**config.mk**
```make
export PLATFORM = sky130hd
export DESIGN_NAME = id_scoreboard
export DESIGN_NICKNAME = d
export VERILOG_FILES = /design/src/rtl/id_scoreboard.sv
export SDC_FILE = /design/constraint.sdc
export NUM_CORES = 1
export LEC_CHECK = 0
export CAP_MARGIN = 40
export CORE_ASPECT_RATIO = 0.7
export CORE_MARGIN = 5
export CORE_UTILIZATION = 54
export CTS_CLUSTER_DIAMETER = 120
export CTS_CLUSTER_SIZE = 28
export DETAILED_ROUTE_END_ITERATION = 16
export GPL_ROUTABILITY_DRIVEN = 0
export GPL_TIMING_DRIVEN = 1
export MAX_ROUTING_LAYER = met4
export PLACE_DENSITY_LB_ADDON = 0.08
export SYNTH_ARGS = -nofsm -noshare
export SYNTH_HDL_FRONTEND = slang
export SYNTH_SLANG_ARGS = --single-unit
export TNS_END_PERCENT = 20
```
**constraint.sdc**
```tcl
create_clock -name clk -period 6.63 [get_ports clk]
set_input_delay 1.326 -clock clk [delete_from_list [all_inputs] [get_ports clk]]
set_output_delay 1.326 -clock clk [all_outputs]
set_load 0.01 [all_outputs]
```
**src/rtl/id_scoreboard.sv**
```systemverilog
// ID-stage register-dependency scoreboard.
// Keeps one countdown per architectural register holding the cycles left
// until its pending result can be bypassed. The all-ones count means
// "long-latency producer, released only by writeback". Drives the
// combinational stall that holds PC/ID and bubbles EXE.
module id_scoreboard #(
  parameter int  NUM_REGS = 32,
  parameter int  NUM_SRC  = 2,
  parameter int  LAT_W    = 3,
  localparam int AW       = $clog2(NUM_REGS)
) (
  input  logic                  clk,
  input  logic                  rst,
  input  logic [NUM_SRC*AW-1:0] src_addr,
  input  logic [NUM_SRC-1:0]    src_used,
  input  logic                  issue_valid,
  input  logic                  issue_wr,
  input  logic [AW-1:0]         issue_dst,
  input  logic [LAT_W-1:0]      issue_lat,
  input  logic                  wb_valid,
  input  logic [AW-1:0]         wb_dst,
  input  logic                  flush,
  output logic                  stall,
  output logic [NUM_SRC-1:0]    src_ready,
  output logic [NUM_REGS-1:0]   pend_vec
);

  localparam logic [LAT_W-1:0] LAT_UNK = '1;

  logic [LAT_W-1:0]    cnt_q [NUM_REGS];
  logic [LAT_W-1:0]    cnt_d [NUM_REGS];
  logic [NUM_REGS-1:0] pend_q;
  logic [NUM_REGS-1:0] pend_d;
  logic                waw_block;
  logic                fire;

  // Per-source readiness; a matching writeback this cycle bypasses into ID.
  always_comb begin
    // NOTE: every output of a combinational block gets a default first so no latch is inferred.
    src_ready = '0;
    for (int i = 0; i < NUM_SRC; i++) begin
      src_ready[i] = !src_used[i]
                  || (src_addr[i*AW +: AW] == '0)
                  || (cnt_q[src_addr[i*AW +: AW]] == '0)
                  || (wb_valid && (wb_dst == src_addr[i*AW +: AW]));
    end
  end

  // A second writer to a register still owned by a long-latency producer must
  // wait for that writeback, otherwise the older result would land last.
  assign waw_block = issue_wr && (issue_dst != '0)
                  && (cnt_q[issue_dst] == LAT_UNK)
                  && !(wb_valid && (wb_dst == issue_dst));

  assign stall = issue_valid && (!(&src_ready) || waw_block);
  assign fire  = issue_valid && !stall && !flush;

  // Next counter value per register; issue beats flush beats writeback beats decay.
  always_comb begin
    for (int r = 0; r < NUM_REGS; r++) begin
      // NOTE: combinational logic uses blocking assignments; only clocked state uses <=.
      cnt_d[r] = cnt_q[r];
      if (r == 0) begin
        cnt_d[r] = '0;
      end else if (fire && issue_wr && (issue_dst == AW'(r)) && (issue_lat != '0)) begin
        cnt_d[r] = issue_lat;
      end else if (flush && (cnt_q[r] != LAT_UNK)) begin
        cnt_d[r] = '0;
      end else if (wb_valid && (wb_dst == AW'(r))) begin
        cnt_d[r] = '0;
      end else if ((cnt_q[r] != '0) && (cnt_q[r] != LAT_UNK)) begin
        cnt_d[r] = cnt_q[r] - LAT_W'(1);
      end
      pend_d[r] = (cnt_d[r] != '0);
    end
  end

  // Counter and pending-vector registers with synchronous reset.
  always_ff @(posedge clk) begin
    if (rst) begin
      // NOTE: the counter array is reset on purpose: a stale count after reset would stall or wrongly bypass.
      for (int r = 0; r < NUM_REGS; r++) cnt_q[r] <= '0;
      pend_q <= '0;
    end else begin
      for (int r = 0; r < NUM_REGS; r++) cnt_q[r] <= cnt_d[r];
      pend_q <= pend_d;
    end
  end

  assign pend_vec = pend_q;

endmodule

```
Word level (Yosys, flattened, before mapping)
Memory sizes are Yosys's and may differ from the RTL's.
Cells that the tools add are included.
W data, S select, Z words.
{"block": "totals", "regBits": 32, "ramBits": 96, "in_bits": 31, "output_inout_bits": 35, "word_cells": 569, "memories": 1}
{"block": "classes", "addsub": 31, "n_eq_ne": 97, "n_mux": 159, "bitwise_logic": 32, "n_reduce_logical": 247}
{"name": "cnt_q", "depth": 32, "word_bits": 3, "read_ports": 34, "rd_clocked_by_memory_dff": 0, "write_ports": 32, "line": "30", "rtl": "logic [LAT_W-1:0] cnt_q [NUM_REGS];"}
{"cell": "$mux W3", "count": 156}
{"cell": "$reduce_bool A3 Y1", "count": 63}
{"cell": "$logic_and A1 B1 Y1", "count": 165}
{"cell": "$eq A5 B5 Y1 const B", "count": 32}
{"cell": "$ne A3 B3 Y1 const B", "count": 31}
{"cell": "$sub A3 B1 Y3 const B", "count": 31}
{"cell": "$eq A5 B4 Y1 const B", "count": 16}
{"cell": "$eq A5 B3 Y1 const B", "count": 8}
{"cell": "$or A1 B1 Y1", "count": 32}
{"cell": "$eq A5 B2 Y1 const B", "count": 4}
{"cell": "$eq A5 B5 Y1", "count": 3}
{"cell": "$eq A5 B1 Y1 const B", "count": 2}
{"cell": "$logic_not A5 Y1", "count": 2}
{"cell": "$logic_or A1 B1 Y1", "count": 7}
{"cell": "$logic_not A1 Y1", "count": 6}
{"cell": "$logic_not A3 Y1", "count": 2}
{"cell": "$reduce_bool A5 Y1", "count": 1}
{"cell": "$eq A3 B3 Y1 const B", "count": 1}
{"cell": "$mux W1", "count": 3}
{"cell": "$reduce_and A2 Y1", "count": 1}

Longest topological paths before layout
{"block": "logic_depth", "word_depth": 16, "ltp_mapped": 12}

Least setup slack after synthesis
Ideal clock, no wire load.
{"block": "synth_path", "path_type": "input port to output port", "from": "in src_addr[6]", "to": "out stall", "t_arrival_ps": 3436, "path_slack_ps": 1868, "cell_stages": 8, "n_path_buf": 3, "path_cell_list": "buf_4 -> buf_4 -> a311oi_1 -> a2111oi_0 -> or4b_4 -> o21ai_4 -> buf_12 -> o21a_1"}
{"block": "synth_via", "elab_chain_cells": 8, "word_cells_on_any_way": 12}
{"item": "from (decl)", "line": "14", "rtl": "input logic [NUM_SRC*AW-1:0] src_addr,"}
{"item": "$mem_v2 Z32 W3 / $logic_not A5 Y1 (equally long branches)"}
{"item": "$logic_not A3 Y1 / $logic_or A1 B1 Y1 (equally long branches)", "line": "44, 43"}
{"item": "$logic_or A1 B1 Y1", "line": "44", "rtl": "|| (cnt_q[src_addr[i*AW +: AW]] == '0)"}
{"item": "$logic_or A1 B1 Y1 (*)", "line": "45", "rtl": "|| (wb_valid && (wb_dst == src_addr[i*AW +: AW]));"}
{"item": "$reduce_and A2 Y1 (*)", "line": "55", "rtl": "assign stall = issue_valid && (!(&src_ready) || waw_block);"}
{"item": "$logic_not A1 Y1 (*)", "line": "55"}
{"item": "$logic_or A1 B1 Y1 (*)", "line": "55"}
{"item": "$logic_and A1 B1 Y1 (*)", "line": "55"}
{"item": "to (decl)", "line": "23", "rtl": "output logic stall,"}
Every way passes the cells marked *; elsewhere a longest branch is shown, timed or not.

Worst setup path in the final report
{"block": "layout_path", "from": "in src_addr[5]", "to": "out stall"}
The elaborated chain is that of the path after synthesis.

==> results.yml <==
run_status:
  outcome: "completed"
clock_tree:
  numCtsBuffers: 17
  cts_resized: 0
  ctsHoldBuffers: 0
  clockRootBuffer: "clkbuf_16"
  postCtsSetupBuffers: 0
  clock_path_buffers: 2
  cts_tree: "built"
  htreeDepth: 4
  clkTransAtPathRegs_ns: 0.06
  clk_latency_ns: 0.42
  clkSinkCount: 124
yosys:
  synth_area_sq_um: 10000
  yosysWarnings: 0
  synth_edf_count: 0
  synth_cells: 1129
  synth_top_area_cell: "dfxtp_1"
  synth_nets: 1222
  synth_top_area_frac: 0.247
  synth.avg_cell_area_sq_um: 8.89
  ys_seq_elements: 124
  synth_most_common_cell: "mux2i_1"
  async_flop_share: 0
  synth_common_cells: "mux2i_1, dfxtp_1, nand2_1"
  synth_ff_type: "dfxtp_1"
  ys_top_cells_by_area: "dfxtp_1, mux2i_1, ha_1"
  ys_seq_area_frac: 0.247
  ys_types: 67
drt:
  finalWirelength_mm: 30.4
  drt-initial-drc-count: 993
  met2_length_mm: 12.2
  drc_errors: 0
  num_vias: 8938
  met3_length_mm: 2.92
  drtAntennaViolNets: 0
  maxUsedRoutingLayer: "met4"
  dr.pass1.iters: 5
  routed_wire_length_per_instance_microns: 21.5
  drt-vias-per-instance: 6.31
  wl_met1_mm: 14.4
power:
  p_per_area_nw_per_um2: 182
  p_int_mw: 1.58
  peakVddDrop_v: 0.000176
  p_sw_mw: 0.523
  pwr-share-comb: 0.120
  total_power_mw: 2.10
  p_leak_nw: 4.03
  clock_power_share: 0.522
  power_frac_seq: 0.358
  switching_share: 0.249
setup_path:
  end_kind: "output port"
  worstSetupPathType: "in -> out"
  startpoint_type: "input pin"
  cp.required_ns: 5.30
  crit_arrival_ns: 4.46
  worstPathMaxFanout: 13
die:
  core-area_sq_um: 18200
  num_rows: 41
  die_w_microns: 173
  dieArea_sq_um: 21500
  die_h_microns: 124
  ios: 66
  start_util: 0.553
grt:
  grt_usage: 0.293
  antenna_found_initial: 0
  grt_max_degree: 79
  grt_pass1_vias: 8370
  grt_pass1_wl_mm: 47.7
  overflow: 0
sta:
  worstMarginPinSlew_ns: 0.876
  finalSetupViolations: 0
  skew_ns: 0.00739
  timing.fmax_mhz: 173
  period_needed_ns: 5.79
  fin_crit_sh: 0.873
  hold_viol: 0
  tns_ns: 0
  final_max_slew_viol_count: 0
  fin_ws_ns: 0.843
  rsz0062_at_grt: "false"
  slew_headroom: 0.411
  holdWs_ns: 0.597
final_layout:
  layout.cell_area.non_filler_sq_um: 11600
  layout.nets: 1261
  drive_above_1_share: 0.114
  area_growth_syn_to_layout_pct: 15.1
  antenna_cells: 0
  postLayoutCoreUtil: 0.636
  final_cells: 1416
place:
  dpl_worst_slack_ns: 0.916
  post-dp-hpwl_mm: 22.3
  numPortBuffers: 64
  dpl-instance-area_sq_um: 10900
  placedCellCount: 1385
flow_run:
  drv_cap: 0
hold_path:
  hold_path_class: "reg -> reg"
[power groups by stage]
stage / registers [mW] / logic, mW / clock network, mW
floorplan: 0.769 / 0.163 / 0
detailed placement: 0.769 / 0.247 / 0
global route: 0.753 / 0.267 / 1.15
CTS: 0.753 / 0.248 / 1.11
finish: 0.753 / 0.253 / 1.10
global placement: 0.769 / 0.241 / 0
[critical path, cell delays in order]
cell,delay [ns]
clkdlybuf4s50_1,0.85
buf_4,0.29
nor4_1,0.07
a21oi_1,0.14
mux4_1,0.24
nor3_1,0.05
or4b_4,0.60
o21ai_4,0.15
o21a_1,0.18
clkdlybuf4s50_1,0.56
[cells by family after synthesis]
kind of cell / synth area share
AOI/OAI and AO/OA: 0.148
xor gates and xnor gates: 0.0288
adders and majority gates: 0.0773
buffers and inverters: 0.0593
DFF: 0.247
muxes: 0.224
other: 0.000374
and+or+nand+nor: 0.215
[cell type report]
| cell class | count | area, sq um |
|---|---|---|
| multi-input cells | 866 | 6970 |
| well taps | 236 | 295 |
| fillers | 1524 | 6610 |
| inverters | 71 | 267 |
| clock inverters | 10 | 210 |
| flip-flops and latches | 124 | 2480 |
| repair buffers | 88 | 845 |
| clock buffers | 21 | 480 |
[final timing paths]
check	endpoint	cells after the start	start	slack [ns]
worst max-delay path	stall	10	src_addr[5]	0.84
worst min-delay path	cnt_q[11][2]$_SDFF_PP0_	2	cnt_q[11][2]$_SDFF_PP0_	0.60
worst max register to register	cnt_q[24][0]$_SDFF_PP0_	10	cnt_q[11][2]$_SDFF_PP0_	3.32
worst min register to register	cnt_q[11][2]$_SDFF_PP0_	2	cnt_q[11][2]$_SDFF_PP0_	0.60
[per-layer routing]
metal  vias up  global-route usage
li1       4208                   -
met1      4240               0.423
met2       433               0.409
met3        57              0.0592
met4         0               0.102
met5         -                   -
[placed cells by master (no fill, tap or decap), drive strengths merged, types with 28 or more instances in the layout]
cell type / synthesis / layout
a21oi: 49 / 49
clkdlybuf4s50: 0 / 62
dfxtp: 124 / 124
ha: 62 / 62
inv: 71 / 71
mux2i: 146 / 146
mux4: 28 / 28
nand2: 123 / 123
nor2: 54 / 54
nor3: 61 / 61
nor4: 33 / 33
o211ai: 42 / 42
o21ai: 39 / 39
[flip-flops by register name, summed over array words and instances (netlist names)]
register  count
cnt_q        93
pend_vec     31
(Power assumes the default switching activity.)
